<file path="config.mk">
export PLATFORM = sky130hd
export DESIGN_NAME = store_commit_queue
export DESIGN_NICKNAME = d
export VERILOG_FILES = /design/src/rtl/store_commit_queue_pkg.sv /design/src/rtl/store_commit_queue_fwd_match.sv /design/src/rtl/store_commit_queue.sv
export SDC_FILE = /design/constraint.sdc
export NUM_CORES = 1
export LEC_CHECK = 0
export BUFFER_PORTS_ARGS = -buffer_cell sky130_fd_sc_hd__buf_2
export CAP_MARGIN = 20
export CORE_MARGIN = 2
export CORE_UTILIZATION = 65
export DETAILED_ROUTE_END_ITERATION = 16
export PLACE_DENSITY = 0.84
export SYNTH_ARGS = -nofsm -noshare
export SYNTH_HDL_FRONTEND = slang
export SYNTH_SLANG_ARGS = --single-unit
</file>
<file path="constraint.sdc">
create_clock -name clk -period 18.83 [get_ports clk]
set_input_delay 0.9415 -clock clk [delete_from_list [all_inputs] [get_ports clk]]
set_output_delay 0.9415 -clock clk [all_outputs]
set_load 0.1 [all_outputs]
</file>
<file path="src/rtl/store_commit_queue_pkg.sv">
// Shared types for the store commit queue: entry layout, drain FSM states and
// word-address helper used by both the drain path and the forwarding lookup.
package store_commit_queue_pkg;

    typedef struct packed {
        logic [31:0] addr;
        logic [31:0] data;
        logic [3:0]  be;
    } store_entry_t;

    typedef enum logic {
        SQ_IDLE,
        SQ_ISSUE
    } sq_state_t;

    function automatic logic [31:0] word_align(input logic [31:0] a);
        return a & 32'hFFFF_FFFC;
    endfunction

endpackage

</file>
<file path="src/rtl/store_commit_queue_fwd_match.sv">
// Youngest-match store-to-load forwarding select over the live entries
// (head..tail-1); only instantiated when STORE_FWD_EN is defined.
module sq_fwd_match
    import store_commit_queue_pkg::*;
#(
    parameter int DEPTH = 8,
    parameter int PTR_W = $clog2(DEPTH)
) (
    input  store_entry_t      entries [DEPTH],
    input  logic [PTR_W:0]    head,
    input  logic [PTR_W:0]    tail,
    input  logic [31:0]       ld_addr,
    output logic              hit,
    output logic [31:0]       data,
    output logic [3:0]        be
);
    typedef logic [PTR_W:0] ptr_t;

    ptr_t used;
    ptr_t idx;

    // Walk oldest to youngest so the last match found wins.
    always_comb begin
        hit  = 1'b0;
        data = '0;
        be   = '0;
        idx  = '0;
        used = tail - head;
        for (int k = 0; k < DEPTH; k++) begin
            idx = head + ptr_t'(k);
            if ((ptr_t'(k) < used) &&
                (word_align(entries[idx[PTR_W-1:0]].addr) == word_align(ld_addr))) begin
                hit  = 1'b1;
                data = entries[idx[PTR_W-1:0]].data;
                be   = entries[idx[PTR_W-1:0]].be;
            end
        end
    end

endmodule

</file>
<file path="src/rtl/store_commit_queue.sv">
// Store commit queue: buffers LSU stores until commit, then drains committed
// stores in order to the D-cache. Optional forwarding port under STORE_FWD_EN.
module store_commit_queue
    import store_commit_queue_pkg::*;
#(
    parameter int DEPTH = 8,
    parameter int PTR_W = $clog2(DEPTH)
) (
    input  logic        clk,
    input  logic        rst,
    input  logic        flush,
    input  logic        enq_valid,
    output logic        enq_ready,
    input  logic [31:0] enq_addr,
    input  logic [31:0] enq_data,
    input  logic [3:0]  enq_be,
    input  logic [1:0]  commit_cnt,
    output logic        wr_valid,
    input  logic        wr_ready,
    output logic [31:0] wr_addr,
    output logic [31:0] wr_data,
    output logic [3:0]  wr_be,
    output logic        empty,
    output logic        commit_err
`ifdef STORE_FWD_EN
    ,
    input  logic [31:0] ld_addr,
    output logic        fwd_hit,
    output logic [31:0] fwd_data,
    output logic [3:0]  fwd_be
`endif
);
    typedef logic [PTR_W:0] ptr_t;

    store_entry_t mem [DEPTH];
    store_entry_t load_ent;
    sq_state_t    state, state_nxt;

    ptr_t head, cmt, tail;
    ptr_t head_nxt, cmt_nxt, tail_nxt;
    ptr_t uncmt, cnt_ext, adv, load_ptr;
    logic full, enq_fire, pop, load;

    // Pointer arithmetic is modulo 2^(PTR_W+1); the extra MSB separates full from empty.
    assign full      = ((tail - head) == ptr_t'(DEPTH));
    assign enq_ready = !full;
    assign empty     = (tail == head);
    assign enq_fire  = enq_valid && enq_ready && !flush;
    assign uncmt     = tail - cmt;
    assign cnt_ext   = ptr_t'(commit_cnt);
    assign adv       = (cnt_ext > uncmt) ? uncmt : cnt_ext;
    assign cmt_nxt   = cmt + adv;
    assign wr_valid  = (state == SQ_ISSUE);
    assign pop       = wr_valid && wr_ready;
    assign head_nxt  = head + ptr_t'(pop);
    // Flush keeps everything committed up to and including this cycle's commit.
    assign tail_nxt  = flush ? cmt_nxt : (tail + ptr_t'(enq_fire));
    assign load_ent  = mem[load_ptr[PTR_W-1:0]];

    always_comb begin
        state_nxt = state;
        load      = 1'b0;
        load_ptr  = head;
        case (state)
            SQ_IDLE: begin
                if (cmt != head) begin
                    load      = 1'b1;
                    state_nxt = SQ_ISSUE;
                end
            end
            SQ_ISSUE: begin
                if (wr_ready) begin
                    if (cmt != head_nxt) begin
                        load     = 1'b1;
                        load_ptr = head_nxt;
                    end else begin
                        state_nxt = SQ_IDLE;
                    end
                end
            end
            default: state_nxt = SQ_IDLE;
        endcase
    end

    always_ff @(posedge clk) begin
        if (rst) begin
            head       <= '0;
            cmt        <= '0;
            tail       <= '0;
            state      <= SQ_IDLE;
            commit_err <= 1'b0;
        end else begin
            head  <= head_nxt;
            cmt   <= cmt_nxt;
            tail  <= tail_nxt;
            state <= state_nxt;
            if (cnt_ext > uncmt) commit_err <= 1'b1;
        end
    end

    always_ff @(posedge clk) begin
        if (enq_fire) mem[tail[PTR_W-1:0]] <= '{addr: enq_addr, data: enq_data, be: enq_be};
    end

    always_ff @(posedge clk) begin
        if (rst) begin
            wr_addr <= '0;
            wr_data <= '0;
            wr_be   <= '0;
        end else if (load) begin
            wr_addr <= word_align(load_ent.addr);
            wr_data <= load_ent.data;
            wr_be   <= load_ent.be;
        end
    end

`ifdef STORE_FWD_EN
    sq_fwd_match #(.DEPTH(DEPTH), .PTR_W(PTR_W)) u_fwd (
        .entries (mem),
        .head    (head),
        .tail    (tail),
        .ld_addr (ld_addr),
        .hit     (fwd_hit),
        .data    (fwd_data),
        .be      (fwd_be)
    );
`endif

endmodule

</file>
* Word-level counts from Yosys, hierarchy flattened
Memories as Yosys holds them, arrays and structs flattened. A register that Yosys moved wholly into a read port is not among the register bits. Cells that the tools add are included.
Storage, ports and cells: RAM bits 544, output and inout bits 72, memories kept 1, input bits 75, register bits after elaboration 14, logic and storage cells 35
Memory list:
- mem | words 8, width 68, read ports 1, clocked after memory_dff 1, write ports 1, RTL line store_commit_queue.sv:35 | store_entry_t mem [DEPTH];
Cells by class: magnitude comparators 1, eq/ne operators 4, muxes and demuxes 13, reduce and logical (&&, ||, !) cells 5, bitwise operators 1, add/sub/neg operators 5
Operators with widths (number):
- 2-to-1 mux 3 bit | 3
- adder 4 x 1 -> 4 bit | 2
- 2-to-1 mux 4 bit | 2
- != test 4 bit | 2
- subtractor 4 bit | 2
- 2-to-1 mux 1 bit | 6
- adder 4 bit | 1
- equality test 4 bit | 1
- equality test 4 bit, second input constant | 1
- > comparator 2 x 4 -> 1 bit | 1
- one-hot mux 1 bit (2 select lines) | 2
- logical AND 1 bit | 3
- zero test 1 bit | 2
- inverter 1 bit | 1

* Longest topological paths before layout
depth in word-level cells 7, depth in mapped cells 14, mapped depth without buffers 14

* Worst setup path after synthesis
No wires, ideal clock.
kind register -> register, start point reg head[1], end point mem mem[1][0] (netlist name) (enable), clock period less this slack 6.723 ns, required time 18.259 ns, path buffers 0, cell stages (with the launch flop) 9, slack 12.107 ns, library setup time 0.571 ns, arrival 6.152 ns, cells stage by stage dfxtp_1 > inv_1 > ha_1 > a21o_1 > nand3_1 > o31ai_1 > a311oi_1 > nand2_1 > nor3_1
Between the ends: word-level cells in the longest chain between the ends 7
Ends and longest elaborated chain:
- start: declaration | RTL line store_commit_queue.sv:39 | ptr_t head, cmt, tail;
- start signal: assignment | RTL line store_commit_queue.sv:93 | head <= head_nxt;
- subtractor 4 bit | RTL line store_commit_queue.sv:45 | assign full = ((tail - head) == ptr_t'(DEPTH));
- equality test 4 bit | RTL line store_commit_queue.sv:45
- zero test 1 bit | RTL line store_commit_queue.sv:46 | assign enq_ready = !full;
- logical AND 1 bit (2 in series) | RTL line store_commit_queue.sv:48 | assign enq_fire = enq_valid && enq_ready && !flush;
- 2-to-1 mux 1 bit | RTL line store_commit_queue.sv:102 | if (enq_fire) mem[tail[PTR_W-1:0]] <= '{addr: enq_addr, data: enq_data, be: enq_be};
- 2-to-1 mux 1 bit (not written as such) | RTL line store_commit_queue.sv:102
- end: declaration | RTL line store_commit_queue.sv:35
Every way passes these cells.

* Final worst setup path
start point in wr_ready, end point reg wr_data[28] (read register of mem)
Between the ends: word-level cells in the longest chain between the ends 6, elaborated cells between the ends (all ways) 9, those cells by class 1 x add/sub; 1 x eq/ne; 6 x mux; 1 x reduce/logical
Ends and longest elaborated chain:
- start: declaration | RTL line store_commit_queue.sv:19 | input logic wr_ready,
- logical AND 1 bit (*) | RTL line store_commit_queue.sv:54 | assign pop = wr_valid && wr_ready;
- adder 4 x 1 -> 4 bit (*) | RTL line store_commit_queue.sv:55 | assign head_nxt = head + ptr_t'(pop);
- named net head_nxt[1] | RTL line store_commit_queue.sv:40 | ptr_t head_nxt, cmt_nxt, tail_nxt;
- != test 4 bit | RTL line store_commit_queue.sv:73 | if (cmt != head_nxt) begin
- 2-to-1 mux 1 bit / 2-to-1 mux 3 bit (equally long branches) | RTL line store_commit_queue.sv:73
- 2-to-1 mux 1 bit / 2-to-1 mux 3 bit (equally long branches) | RTL line store_commit_queue.sv:72 | if (wr_ready) begin
- one-hot mux 1 bit (2 select lines) / 2-to-1 mux 3 bit (equally long branches) | RTL line store_commit_queue.sv:64 | case (state)
- end: declaration | RTL line store_commit_queue.sv:21 | output logic [31:0] wr_data,
The timed path passes the listed nets; every way through them passes the cells marked *. A chain may end at the register's enable or synchronous reset.

==> key figures <==
Status
  • Status: complete, no violations

Yosys
  • Mapped Avg Cell Area: 17.9 um2
  • Cell taking the most area after synthesis: edfxtp_1
  • Synthesized flop and latch total: 608
  • Seq/Total Area, Yosys: 72.8%
  • Synth top area cells: edfxtp_1 66%, mux2_2 9.2%, dfxtp_1 6.7%, a22oi_1 4.1%, a311oi_2 2.5%
  • Distinct cells, synth: 39
  • Yosys Warn Count: 0
  • Cell Area, Synth: 0.0240 mm2
  • Synth top area share: 66.1%
  • Cells after synthesis: 1338

Drt
  • ANT nets after route: 0
  • Via/cell ratio: 6.40
  • DR iter-0 viols: 1068
  • Wire length per cell: 25.6 um
  • Routed via count: 12783
  • # DRC: 0
  • DRT Wirelength: 51100 um
  • First-pass iteration count of the detailed router: 5

Setup path
  • Crit path launch type: input port
  • WP data arrival: 5.19 ns
  • Worst reg2reg path depth: 12
  • Setup CP Type: in2reg
  • R2R Setup Slk: 14.20 ns
  • Max FO, Critical Path: 133
  • Reg-to-reg endpoint: wr_data[28]
  • CP dominant cell by count: ha_1
  • Critical path, cell by cell: buf_2 > nand2_1 > inv_1 > ha_1 > ha_1 > xor2_1 > nor2_1 > a31oi_4 > mux2i_4 > buf_12 > and2_4 > a22oi_1 > a311oi_2
  • R2R Path Start: wr_valid
  • CP endpoint kind: flip-flop
  • WP data required: 19.33 ns
  • Crit-path max cell delay: 1.04 ns
  • Crit-path slowest cell: and2_4

STA
  • Final hold viol count: 0
  • RSZ-0062 raised after global routing: false
  • Final setup fails: 0
  • Achievable clock frequency: 0.213 GHz
  • Worst slew pin tran: 1.13 ns
  • Max_slew headroom: 24.7%
  • Final WS setup: 14.14 ns
  • Clock Skew: 0.0235 ns
  • Max Slew Vio Count: 0
  • Final setup TNS: 0 ns
  • Min Tclk post-route: 4.69 ns
  • Crit share post-route: 24.9%

Clock tree
  • Inserted Clock Buffers: 58
  • Post-CTS sizing: 0
  • Num Clock Sinks: 608
  • Clock Path Buffers: 3
  • Setup Buffers After CTS: 0
  • Skew-Pair Late Insertion Delay: 0.59 ns
  • CTS HTree Levels: 2
  • Root Buffer: clkbuf_16
  • CTS tree: yes
  • Clk slew on worst S/H paths: 0.06 ns
  • # hold bufs at CTS: 0

Die
  • # IOs: 147
  • Row count: 70
  • Die area: 0.0385 mm2
  • Core area: 0.0364 mm2
  • Die width: 196 um
  • Starting Density: 65.8%
  • Chip height: 196 um

Layout
  • Fraction of layout cells with a size suffix above 1: 35.0%
  • Multi-input logic area: 0.00612 mm2
  • Most frequent cells in the layout: 528 x edfxtp_1, 195 x mux2_2, 141 x buf_2
  • Final Non-Filler Cells: 1998
  • Fin nets: 1571
  • Reg area: 0.0175 mm2
  • Utilization after layout: 74.1%
  • Fillers: 2083
  • Commonest non-fill, non-tap cell in the layout: edfxtp_1
  • Area grow syn2layout: 12.5%

Global routing
  • Number of antenna violations at the first check in global routing: 6
  • Vias in the first global route: 13444
  • Tot GR Track Use: 26.7%
  • Largest net degree at the start of global routing: 134
  • First-pass GRT wire length: 77200 um
  • GRT overflow: 0

Pwr
  • Pwr dens: 153 mW/mm2
  • Peak VDD IR: 0.118 mV
  • Leakage Power: 9.30 nW

Placement
  • Placed instance count: 1887
  • Port bufs: 142
  • Placer congestion estimate: 0.777
  • DP Worst Slack: 13.60 ns
  • Final HPWL DP: 25200 um

Hold path
  • Hold Crit Depth: 2
  • Hold endpoint: commit_err
  • Worst hold-check path type: reg2reg
  • Worst Hold Launch: commit_err

Flow run
  • Max-cap viol count: 0
where the power goes:
part	switching [mW]	leakage, nW	internal, mW	total (mW)
Combinational	0.934	2.94	0.374	1.31
Sequential	0.0613	5.43	1.60	1.66
Clock	0.470	0.929	0.682	1.15
Total	1.47	9.30	2.66	4.12
flip-flops by register name, summed over array words and instances (netlist names):
signal	count
cmt	4
commit_err	1
head	4
mem	528
tail	4
wr_addr	30
wr_be	4
wr_data	32
wr_valid	1
Yosys cell counts:
cell and count:
fa_1 2, buf_6 9, xnor2_2 1, buf_4 8
and2_1 2, nand2b_1 2, nor2_4 1, a311oi_1 27
nor3_1 3, o31a_1 1, xnor2_1 7, clkbuf_1 29
a21oi_1 5, mux2i_1 3, dfxtp_1 80, conb_1 1
a22oi_1 132, ha_1 15, o31ai_1 2, nand2_1 7
mux2i_4 2, a31oi_4 1, nand3_1 6, and3_1 1
buf_2 36, a21o_1 3, mux2_2 195, o21a_1 1
nor2b_1 5, edfxtp_1 528, mux2_4 39, a211oi_1 2
o21bai_1 1, xor2_1 11, a311oi_2 40, a2111oi_0 1
nor2_1 84, mux2_1 31, inv_1 14
layout make-up:
type                            count  share of cell area, %
Clock inverter                     19                  0.825
Multi-Input combinational cell    636                   22.7
Clock buffer                       87                   6.23
Antenna cell                        5                 0.0463
Inverter                           14                  0.195
Sequential cell                   608                   64.7
Timing Repair Buffer              161                   3.22
Tap cell                          468                   2.17
through the flow:
| step | hold slack, ns | cell area (um2) | power [mW] |
|---|---|---|---|
| after floorplan | 0.538 | 24000 | 2.73 |
| after global placement | 0.453 | 25100 | 2.95 |
| after detailed placement | 0.478 | 25100 | 2.99 |
| after CTS | 0.493 | 27000 | 4.14 |
| after global routing | 0.504 | 27000 | 4.27 |
| final | 0.487 | 27000 | 4.12 |
metal layers:
metal	GRT usage [%]	vias up	wire (um)
met4	9.20	4	1060
met5	0	-	27
li1	-	5619	-
met3	5.00	90	3970
met2	45.9	541	26100
met1	34.6	6529	20000
worst max-delay path by stage:
stage | start | endpoint | cells past startpoint
floorplan | head[1] | mem[1][0] | 8
CTS | wr_ready | wr_data[7] | 13
detailed placement | wr_ready | wr_addr[2] | 13
global route | wr_valid | wr_addr[29] | 12
global placement | wr_ready | wr_addr[7] | 13
finish | wr_ready | wr_data[28] | 13
worst max-delay path, delay by kind of cell:
kind,cells,cell delay [ns]
compound gates,3,0.89
xor+xnor,1,0.15
fa+ha+maj,2,0.57
buf+inv,3,0.91
mux,1,0.37
simple gates,3,1.30
kinds of logic (layout without fill, tap and decap cells):
family	Yosys count	in the layout	share of synthesized area (%)
flip-flops	608	608	72.8
multiplexers	270	270	13.4
AO/OA/AOI/OAI	216	216	8.17
AND/OR/NAND/NOR	111	111	1.92
buffers and inverters	96	281	2.10
XOR/XNOR	19	19	0.725
adder cells (fa/ha/maj)	17	17	0.949
other	1	8	0.0156
(Power assumes the default switching activity.)
